`config.mk`:
```
export PLATFORM = sky130hd
export DESIGN_NAME = rv32i_decode_stage
export DESIGN_NICKNAME = d
export VERILOG_FILES = /design/src/rtl/rv32i_decode_stage.sv
export SDC_FILE = /design/constraint.sdc
export NUM_CORES = 1
export LEC_CHECK = 0
export BUFFER_PORTS_ARGS = -buffer_cell sky130_fd_sc_hd__buf_2
export CAP_MARGIN = 20
export CORE_UTILIZATION = 55
export CTS_BUF_LIST = sky130_fd_sc_hd__clkbuf_16
export DETAILED_ROUTE_END_ITERATION = 8
export GPL_TIMING_DRIVEN = 0
export PLACE_DENSITY = 0.83
export SKIP_CTS_REPAIR_TIMING = 1
export SLEW_MARGIN = 20
export SYNTH_ARGS = -nofsm -noshare
export SYNTH_HDL_FRONTEND = slang
export SYNTH_SLANG_ARGS = --single-unit
export TNS_END_PERCENT = 5
```
`constraint.sdc`:
```
create_clock -name clk -period 3.7 [get_ports clk]
set_clock_uncertainty 0.1 [all_clocks]
set_input_delay 0.37 -clock clk [delete_from_list [all_inputs] [get_ports clk]]
set_output_delay 0.37 -clock clk [all_outputs]
set_load 0.02 [all_outputs]
```
`src/rtl/rv32i_decode_stage.sv`:
```
// rv32i_decode_stage
//   Registered RV32I decode stage sitting between fetch and register-file read.
//   Each accepted instruction is decoded combinationally and the decoded fields
//   and controls are written into a small FIFO skid buffer. The outputs always
//   show the head entry of that buffer, so downstream back-pressure and flushes
//   never disturb an entry that is already being presented.
//
// Parameters
//   PC_W         width of the PC carried with each instruction
//   BUF_DEPTH    skid-buffer entries (1 or 2)
//   ILLEGAL_TRAP 1: flag bad encodings on illegal; 0: bad encodings become NOPs
//
// Ports
//   clk, rst_n            clock, asynchronous active-low reset
//   flush                 synchronous discard of all buffered entries
//   in_valid/in_ready     fetch-side handshake (in_ready is registered)
//   in_instr, in_pc       instruction word and its address
//   out_valid/out_ready   decode-side handshake on the head entry
//   out_pc                PC of the head entry
//   rs1, rs2, rd          register indices, 0 where a field is unused
//   imm                   sign-extended immediate
//   alufunc, alu_bit      ALU / compare function (funct3) and SUB/SRA select
//   funcsel               0 ALU result, 1 branch compare
//   pcsel                 0 PC+4, 1 cond branch, 2 JAL, 3 JALR
//   wdsel                 write-back source: 0 PC+4, 1 ALU, 2 MEM, 3 imm
//   asel, bsel            ALU operand A (rs1/PC) and B (rs2/imm) selects
//   werf                  register-file write enable
//   mem_en, mem_rw        memory access and direction (1 read, 0 write)
//   mem_size              load/store funct3 (size and signedness)
//   illegal               head entry carries an illegal encoding
module rv32i_decode_stage #(
  parameter int PC_W         = 32,
  parameter int BUF_DEPTH    = 2,
  parameter int ILLEGAL_TRAP = 1
) (
  input  logic            clk,
  input  logic            rst_n,
  input  logic            flush,
  input  logic            in_valid,
  output logic            in_ready,
  input  logic [31:0]     in_instr,
  input  logic [PC_W-1:0] in_pc,
  output logic            out_valid,
  input  logic            out_ready,
  output logic [PC_W-1:0] out_pc,
  output logic [4:0]      rs1,
  output logic [4:0]      rs2,
  output logic [4:0]      rd,
  output logic [31:0]     imm,
  output logic [2:0]      alufunc,
  output logic            alu_bit,
  output logic            funcsel,
  output logic [1:0]      pcsel,
  output logic [1:0]      wdsel,
  output logic            asel,
  output logic            bsel,
  output logic            werf,
  output logic            mem_en,
  output logic            mem_rw,
  output logic [2:0]      mem_size,
  output logic            illegal
);

  localparam logic [6:0] OPC_LUI    = 7'b0110111;
  localparam logic [6:0] OPC_AUIPC  = 7'b0010111;
  localparam logic [6:0] OPC_JAL    = 7'b1101111;
  localparam logic [6:0] OPC_JALR   = 7'b1100111;
  localparam logic [6:0] OPC_BRANCH = 7'b1100011;
  localparam logic [6:0] OPC_LOAD   = 7'b0000011;
  localparam logic [6:0] OPC_STORE  = 7'b0100011;
  localparam logic [6:0] OPC_OPIMM  = 7'b0010011;
  localparam logic [6:0] OPC_OP     = 7'b0110011;
  localparam logic [6:0] OPC_FENCE  = 7'b0001111;

  typedef struct packed {
    logic [PC_W-1:0] pc;
    logic [4:0]      rs1;
    logic [4:0]      rs2;
    logic [4:0]      rd;
    logic [31:0]     imm;
    logic [2:0]      alufunc;
    logic            alu_bit;
    logic            funcsel;
    logic [1:0]      pcsel;
    logic [1:0]      wdsel;
    logic            asel;
    logic            bsel;
    logic            werf;
    logic            mem_en;
    logic            mem_rw;
    logic [2:0]      mem_size;
    logic            illegal;
  } entry_t;

  // Immediate builders: the field is packed into the top of a signed word and
  // arithmetically shifted down, which sign-extends from the instruction MSB.
  function automatic logic [31:0] imm_i(input logic [31:0] i);
    logic signed [31:0] s;
    s = signed'({i[31:20], 20'b0}) >>> 20;
    return s;
  endfunction

  function automatic logic [31:0] imm_s(input logic [31:0] i);
    logic signed [31:0] s;
    s = signed'({i[31:25], i[11:7], 20'b0}) >>> 20;
    return s;
  endfunction

  function automatic logic [31:0] imm_b(input logic [31:0] i);
    logic signed [31:0] s;
    s = signed'({i[31], i[7], i[30:25], i[11:8], 1'b0, 19'b0}) >>> 19;
    return s;
  endfunction

  function automatic logic [31:0] imm_u(input logic [31:0] i);
    return {i[31:12], 12'b0};
  endfunction

  function automatic logic [31:0] imm_j(input logic [31:0] i);
    logic signed [31:0] s;
    s = signed'({i[31], i[19:12], i[20], i[30:21], 1'b0, 11'b0}) >>> 11;
    return s;
  endfunction

  function automatic logic ptr_inc(input logic p);
    return (BUF_DEPTH == 1) ? 1'b0 : ~p;
  endfunction

  logic [6:0] opcode;
  logic [2:0] f3;
  logic [6:0] f7;
  assign opcode = in_instr[6:0];
  assign f3     = in_instr[14:12];
  assign f7     = in_instr[31:25];

  entry_t dec_e;
  logic   bad;

  // ---- decode (combinational on the incoming instruction) ----
  always_comb begin
    dec_e = '0;
    bad   = (in_instr[1:0] != 2'b11);
    case (opcode)
      OPC_LUI: begin
        dec_e.rd    = in_instr[11:7];
        dec_e.imm   = imm_u(in_instr);
        dec_e.wdsel = 2'd3;
        dec_e.werf  = 1'b1;
      end
      OPC_AUIPC: begin
        dec_e.rd    = in_instr[11:7];
        dec_e.imm   = imm_u(in_instr);
        dec_e.asel  = 1'b1;
        dec_e.bsel  = 1'b1;
        dec_e.wdsel = 2'd1;
        dec_e.werf  = 1'b1;
      end
      OPC_JAL: begin
        dec_e.rd    = in_instr[11:7];
        dec_e.imm   = imm_j(in_instr);
        dec_e.pcsel = 2'd2;
        dec_e.werf  = 1'b1;
      end
      OPC_JALR: begin
        bad         = bad | (f3 != 3'b000);
        dec_e.rd    = in_instr[11:7];
        dec_e.rs1   = in_instr[19:15];
        dec_e.imm   = imm_i(in_instr);
        dec_e.pcsel = 2'd3;
        dec_e.werf  = 1'b1;
      end
      OPC_BRANCH: begin
        bad           = bad | (f3 == 3'b010) | (f3 == 3'b011);
        dec_e.rs1     = in_instr[19:15];
        dec_e.rs2     = in_instr[24:20];
        dec_e.imm     = imm_b(in_instr);
        dec_e.alufunc = f3;
        dec_e.funcsel = 1'b1;
        dec_e.pcsel   = 2'd1;
      end
      OPC_LOAD: begin
        bad            = bad | (f3 == 3'b011) | (f3[2:1] == 2'b11);
        dec_e.rd       = in_instr[11:7];
        dec_e.rs1      = in_instr[19:15];
        dec_e.imm      = imm_i(in_instr);
        dec_e.bsel     = 1'b1;
        dec_e.mem_en   = 1'b1;
        dec_e.mem_rw   = 1'b1;
        dec_e.mem_size = f3;
        dec_e.wdsel    = 2'd2;
        dec_e.werf     = 1'b1;
      end
      OPC_STORE: begin
        bad            = bad | (f3 > 3'b010);
        dec_e.rs1      = in_instr[19:15];
        dec_e.rs2      = in_instr[24:20];
        dec_e.imm      = imm_s(in_instr);
        dec_e.bsel     = 1'b1;
        dec_e.mem_en   = 1'b1;
        dec_e.mem_size = f3;
      end
      OPC_OPIMM: begin
        dec_e.rd      = in_instr[11:7];
        dec_e.rs1     = in_instr[19:15];
        dec_e.alufunc = f3;
        dec_e.bsel    = 1'b1;
        dec_e.wdsel   = 2'd1;
        dec_e.werf    = 1'b1;
        // Shift-immediates carry a 5-bit zero-extended shamt; funct7 picks SRL/SRA.
        if (f3 == 3'b001) begin
          dec_e.imm = {27'b0, in_instr[24:20]};
          bad       = bad | (f7 != 7'b0000000);
        end else if (f3 == 3'b101) begin
          dec_e.imm     = {27'b0, in_instr[24:20]};
          dec_e.alu_bit = in_instr[30];
          bad           = bad | ((f7 != 7'b0000000) && (f7 != 7'b0100000));
        end else begin
          dec_e.imm = imm_i(in_instr);
        end
      end
      OPC_OP: begin
        dec_e.rd      = in_instr[11:7];
        dec_e.rs1     = in_instr[19:15];
        dec_e.rs2     = in_instr[24:20];
        dec_e.alufunc = f3;
        dec_e.alu_bit = in_instr[30];
        dec_e.wdsel   = 2'd1;
        dec_e.werf    = 1'b1;
        bad = bad | !((f7 == 7'b0000000) ||
                      ((f7 == 7'b0100000) && ((f3 == 3'b000) || (f3 == 3'b101))));
      end
      OPC_FENCE: begin
        // Treated as a NOP: no register, memory or PC side effects.
      end
      default: begin
        // Includes SYSTEM, which this core does not implement.
        bad = 1'b1;
      end
    endcase
    // A bad encoding becomes an all-zero NOP so it cannot write state or redirect.
    if (bad) begin
      dec_e         = '0;
      dec_e.illegal = (ILLEGAL_TRAP != 0);
    end
    dec_e.pc = in_pc;
  end

  entry_t     buf_q [BUF_DEPTH];
  entry_t     buf_d [BUF_DEPTH];
  logic [1:0] count_q, count_d;
  logic       wr_ptr_q, wr_ptr_d;
  logic       rd_ptr_q, rd_ptr_d;
  logic       in_ready_q, in_ready_d;
  logic       push, pop;

  assign out_valid = (count_q != 2'd0);
  assign in_ready  = in_ready_q;
  assign push      = in_valid & in_ready_q & ~flush;
  assign pop       = out_valid & out_ready & ~flush;

  // ---- skid-buffer control ----
  always_comb begin
    buf_d    = buf_q;
    count_d  = count_q;
    wr_ptr_d = wr_ptr_q;
    rd_ptr_d = rd_ptr_q;
    if (flush) begin
      count_d  = 2'd0;
      wr_ptr_d = 1'b0;
      rd_ptr_d = 1'b0;
    end else begin
      if (push) begin
        buf_d[wr_ptr_q] = dec_e;
        wr_ptr_d        = ptr_inc(wr_ptr_q);
      end
      if (pop) begin
        rd_ptr_d = ptr_inc(rd_ptr_q);
      end
      case ({push, pop})
        2'b10:   count_d = count_q + 2'd1;
        2'b01:   count_d = count_q - 2'd1;
        default: count_d = count_q;
      endcase
    end
    // in_ready is registered from next occupancy, so a full buffer refuses a
    // push even in a cycle where the head is popped.
    in_ready_d = (count_d < 2'(BUF_DEPTH));
  end

  always_ff @(posedge clk or negedge rst_n) begin
    if (!rst_n) begin
      count_q    <= 2'd0;
      wr_ptr_q   <= 1'b0;
      rd_ptr_q   <= 1'b0;
      in_ready_q <= 1'b1;
      for (int k = 0; k < BUF_DEPTH; k++) begin
        buf_q[k] <= '0;
      end
    end else begin
      count_q    <= count_d;
      wr_ptr_q   <= wr_ptr_d;
      rd_ptr_q   <= rd_ptr_d;
      in_ready_q <= in_ready_d;
      for (int k = 0; k < BUF_DEPTH; k++) begin
        buf_q[k] <= buf_d[k];
      end
    end
  end

  // ---- head-entry outputs ----
  entry_t head;
  assign head     = buf_q[rd_ptr_q];
  assign out_pc   = head.pc;
  assign rs1      = head.rs1;
  assign rs2      = head.rs2;
  assign rd       = head.rd;
  assign imm      = head.imm;
  assign alufunc  = head.alufunc;
  assign alu_bit  = head.alu_bit;
  assign funcsel  = head.funcsel;
  assign pcsel    = head.pcsel;
  assign wdsel    = head.wdsel;
  assign asel     = head.asel;
  assign bsel     = head.bsel;
  assign werf     = head.werf;
  assign mem_en   = head.mem_en;
  assign mem_rw   = head.mem_rw;
  assign mem_size = head.mem_size;
  assign illegal  = head.illegal;

endmodule

```
==> results.rst <==
.. list-table::
   :header-rows: 1

   * - Metric
     - Value
   * - Run status
     - complete, no violations
   * - Detailed-placement wirelength estimate
     - 16,900 um
   * - Reg power frac
     - 0.474
   * - Fin crit share
     - 0.957
   * - Die extent in x
     - 131 um
   * - Flip-flop and latch count after synthesis
     - 199
   * - Total congestion overflow
     - 0
   * - Number of instances in the synthesized netlist
     - 704
   * - Setup Crit Path Kind
     - register to output port
   * - Via count of the first global-routing pass
     - 6,941
   * - RD Place Congestion
     - 0.956
   * - RSZ-0062 raised after global routing
     - no
   * - Leakage power summed over all cells
     - 5.43 nW
   * - Layout cell share with drive strength beyond 1
     - 0.440
   * - Final net count
     - 961
   * - Initial detailed-routing violation count
     - 547
   * - Die area
     - 17,200 um2
   * - Post-synthesis simple-gate area fraction
     - 0.0516
   * - Xor-xnor portion of the synthesized cell area
     - 0.00477
   * - Largest fanout on the critical path
     - 10
   * - Portion of synthesized cell area occupied by the leading cell type
     - 0.539
   * - Average footprint of a synthesized cell
     - 13.0 um2
   * - Setup tns final
     - 0 ps
   * - Routed wire length
     - 24,000 um
   * - DRC violation count after routing
     - 0
   * - Startpoint types
     - register
   * - Mux cell area share after synthesis
     - 0.199
   * - First-pass iteration count of the detailed router
     - 5
   * - Via count of the routed design
     - 6,837
   * - Number of enable-type register cells in the synthesized netlist
     - 0
   * - Area inside the core boundary
     - 16,100 um2
   * - Synthesized-area fraction occupied by adder cells
     - 0.00272
   * - Summed area of non-filler cells in the final layout
     - 11,000 um2
   * - H-tree levels
     - 4
   * - Flop-to-flop setup slack
     - 1170 ps
   * - Placed inst area
     - 10,300 um2
   * - Number of CTS-inserted buffers
     - 17
   * - Overall track demand over capacity in global routing
     - 0.287
   * - Predominant post-synthesis flop cell
     - sky130_fd_sc_hd__dfrtp_1
   * - Leading post-synthesis cells by cell area
     - sky130_fd_sc_hd__dfrtp_1, sky130_fd_sc_hd__mux2_2, sky130_fd_sc_hd__a22o_1
   * - Most frequent cells after synthesis
     - sky130_fd_sc_hd__dfrtp_1, sky130_fd_sc_hd__mux2_2, sky130_fd_sc_hd__a22o_1
   * - I/O pins
     - 168
   * - Hold Path End
     - rd_ptr_q
   * - Total of endpoints with negative setup slack in the final report
     - 0
   * - Data required time of the critical path
     - 3230 ps
   * - Number of maximum-capacitance constraint violations
     - 0
   * - Async set-reset flop share out of synthesis
     - 1.00
   * - Die height
     - 131 um
   * - Routed via count divided by cell count
     - 6.10
   * - Clock edge transition at the registers on the reported setup and hold paths
     - 60 ps
   * - Net Count, Synth
     - 775
   * - Post-synthesis to final-layout area growth
     - 19.4%
   * - Number of fill cells in the layout
     - 1,192
   * - Clock insertion delay at the later pin of the skew report
     - 430 ps
   * - Cell Rows
     - 46
   * - Internal Dissipation
     - 3.90 mW
   * - Arrival time of data at the critical path endpoint
     - 3070 ps
   * - Distinct cell type count of the synthesized netlist
     - 53
   * - Maximum clock frequency
     - 0.283 GHz
   * - Clock tree buffer depth
     - 2
   * - Non-filler cells, final
     - 1,120
   * - Dpl cells
     - 1,086
   * - Logic pwr share
     - 0.171
   * - Critical Path End Type
     - output port
   * - Max Slew Vio Count
     - 0
   * - Largest net degree at the start of global routing
     - 74
   * - Compound-gate portion of the synthesized area
     - 0.167
   * - Hold Violations, Final
     - 0
   * - Proportion of total power due to net switching
     - 0.271
   * - Net Switching
     - 1.45 mW
   * - Worst Setup Slack, final
     - 160 ps
   * - Post-route worst hold slack
     - 77.2 ps
   * - Top cell type by total area after synthesis
     - sky130_fd_sc_hd__dfrtp_1
   * - Min cycle time layout
     - 3540 ps
   * - Maximum ir drop on the vdd rail
     - 0.000420 V
   * - Sinks on the clock net
     - 199
   * - Setup slack after placement
     - 646 ps
   * - Sequential element share of the synthesized area
     - 0.542
   * - Number of cells traversed by the worst hold path
     - 2
   * - Source of the worst register-to-register timing path
     - rd_ptr_q
   * - CTS tree
     - done
   * - Initial Util
     - 0.570
   * - Average detailed-routed wire length per instance
     - 21.4 um
   * - Post-synth design cell area
     - 9190 um2
   * - Slew margin rel.
     - 0.409
   * - Most frequent cell after synthesis
     - sky130_fd_sc_hd__dfrtp_1
   * - Clock tree root buffer cell
     - sky130_fd_sc_hd__clkbuf_16
   * - YS warnings
     - 0
   * - Startpoint of the tightest hold check path
     - flush
   * - Number of antenna violations at the first check in global routing
     - 2
   * - Port Buffer Count
     - 163
   * - Critical register-to-register path endpoint
     - rd_ptr_q
   * - Clk pwr share
     - 0.355
   * - Combinational family with the most area after synthesis
     - multiplexers
   * - Number of cells on the worst reg-to-reg path
     - 5
   * - First-pass GRT wire length
     - 38,200 um
   * - Measured slew at the worst slew-check pin
     - 886 ps
   * - Cell Pwr Density
     - 488 nW/um2
   * - Path category of the worst min-delay check
     - input port to register
   * - Post-route ant nets
     - 0
routing by layer:
layer  up-vias  GRT usage  part of all wire
li1       3056          -                 -
met1      3402      0.379              0.42
met2       316      0.440              0.47
met3        63     0.0795             0.084
met4         0      0.137             0.031
met5         -          0                 0
sequential cells by signal (all words and copies together) (netlist names):
| register | count |
|---|---|
| in_ready | 1 |
| rd_ptr_q | 1 |
| count_q | 2 |
| buf_q | 194 |
| wr_ptr_q | 1 |
worst max-delay path by stage:
stage	start	depth (start not counted)	end
finish	rd_ptr_q	5	out_pc[25]
global route	rd_ptr_q	5	out_pc[25]
CTS	rd_ptr_q	5	out_pc[25]
detailed placement	rd_ptr_q	5	out_pc[24]
global placement	rst_n	1	buf_q[83]
floorplan	in_instr[3]	9	buf_q[148]
worst max-delay path: stages, from the launching register on:
cell                       delay, ps
sky130_fd_sc_hd__dfrtp_1         320
sky130_fd_sc_hd__clkbuf_1        510
sky130_fd_sc_hd__clkbuf_1        720
sky130_fd_sc_hd__buf_1           510
sky130_fd_sc_hd__mux2_2          410
sky130_fd_sc_hd__buf_2           160
cells by family after synthesis:
group | Yosys count
xor+xnor | 5
flops | 199
fa+ha+maj | 2
simple gates | 87
compound gates | 183
mux | 162
buf+inv | 66
area by class of cell:
cell class	instances	area, um2	share of cell area
plain buffers	59	275	0.0251
clock inverters	15	178	0.0162
well taps	216	270	0.0246
multi-input cells	439	3910	0.357
diodes	1	2.50	0.000228
clock buffers	17	425	0.0388
flip-flops and latches	199	4980	0.454
inverters	7	26.3	0.00240
repair buffers	167	896	0.0817
metrics by stage:
| step | power (mW) | util |
|---|---|---|
| 2_1_floorplan | 3.14 | - |
| 3_3_place_gp | 3.44 | 0.637 |
| 3_5_place_dp | 3.49 | 0.642 |
| 4_1_cts | 5.37 | 0.680 |
| 5_1_grt | 5.56 | 0.681 |
| 6_report | 5.35 | 0.681 |
cells in the final DEF (no fill, tap or decap), types with 3 or more instances in the layout:
cell	netlist	routed
sky130_fd_sc_hd__clkinv_2	0	3
sky130_fd_sc_hd__o31ai_1	3	3
sky130_fd_sc_hd__xor2_1	3	3
sky130_fd_sc_hd__or2_2	5	5
sky130_fd_sc_hd__a22o_1	58	58
sky130_fd_sc_hd__buf_2	7	170
sky130_fd_sc_hd__buf_6	6	6
sky130_fd_sc_hd__nor2_1	12	12
sky130_fd_sc_hd__clkbuf_16	0	17
sky130_fd_sc_hd__a21oi_1	8	8
sky130_fd_sc_hd__inv_1	7	7
sky130_fd_sc_hd__clkinv_4	0	5
sky130_fd_sc_hd__nand3_1	4	4
sky130_fd_sc_hd__nor2b_1	5	5
sky130_fd_sc_hd__buf_1	4	4
sky130_fd_sc_hd__mux2_2	162	162
sky130_fd_sc_hd__o21ai_1	6	6
sky130_fd_sc_hd__clkbuf_1	42	42
sky130_fd_sc_hd__nor3_1	6	5
sky130_fd_sc_hd__a32o_2	13	13
sky130_fd_sc_hd__bufinv_16	0	3
sky130_fd_sc_hd__nand2b_1	4	4
sky130_fd_sc_hd__a21o_1	19	19
sky130_fd_sc_hd__dfrtp_1	198	198
sky130_fd_sc_hd__o211ai_1	3	3
sky130_fd_sc_hd__or3_1	5	5
sky130_fd_sc_hd__a32o_1	41	41
sky130_fd_sc_hd__o21ai_0	17	17
sky130_fd_sc_hd__nand2_1	30	30
power groups by stage:
| stage | logic, mW | clock network, mW | registers [mW] |
|---|---|---|---|
| 2_1_floorplan | 0.608 | 0 | 2.53 |
| 3_3_place_gp | 0.879 | 0 | 2.56 |
| 3_5_place_dp | 0.914 | 0 | 2.57 |
| 4_1_cts | 0.919 | 1.92 | 2.54 |
| 5_1_grt | 0.983 | 2.01 | 2.57 |
| 6_report | 0.916 | 1.90 | 2.54 |
Note: power is estimated with default switching activity, not from simulation.
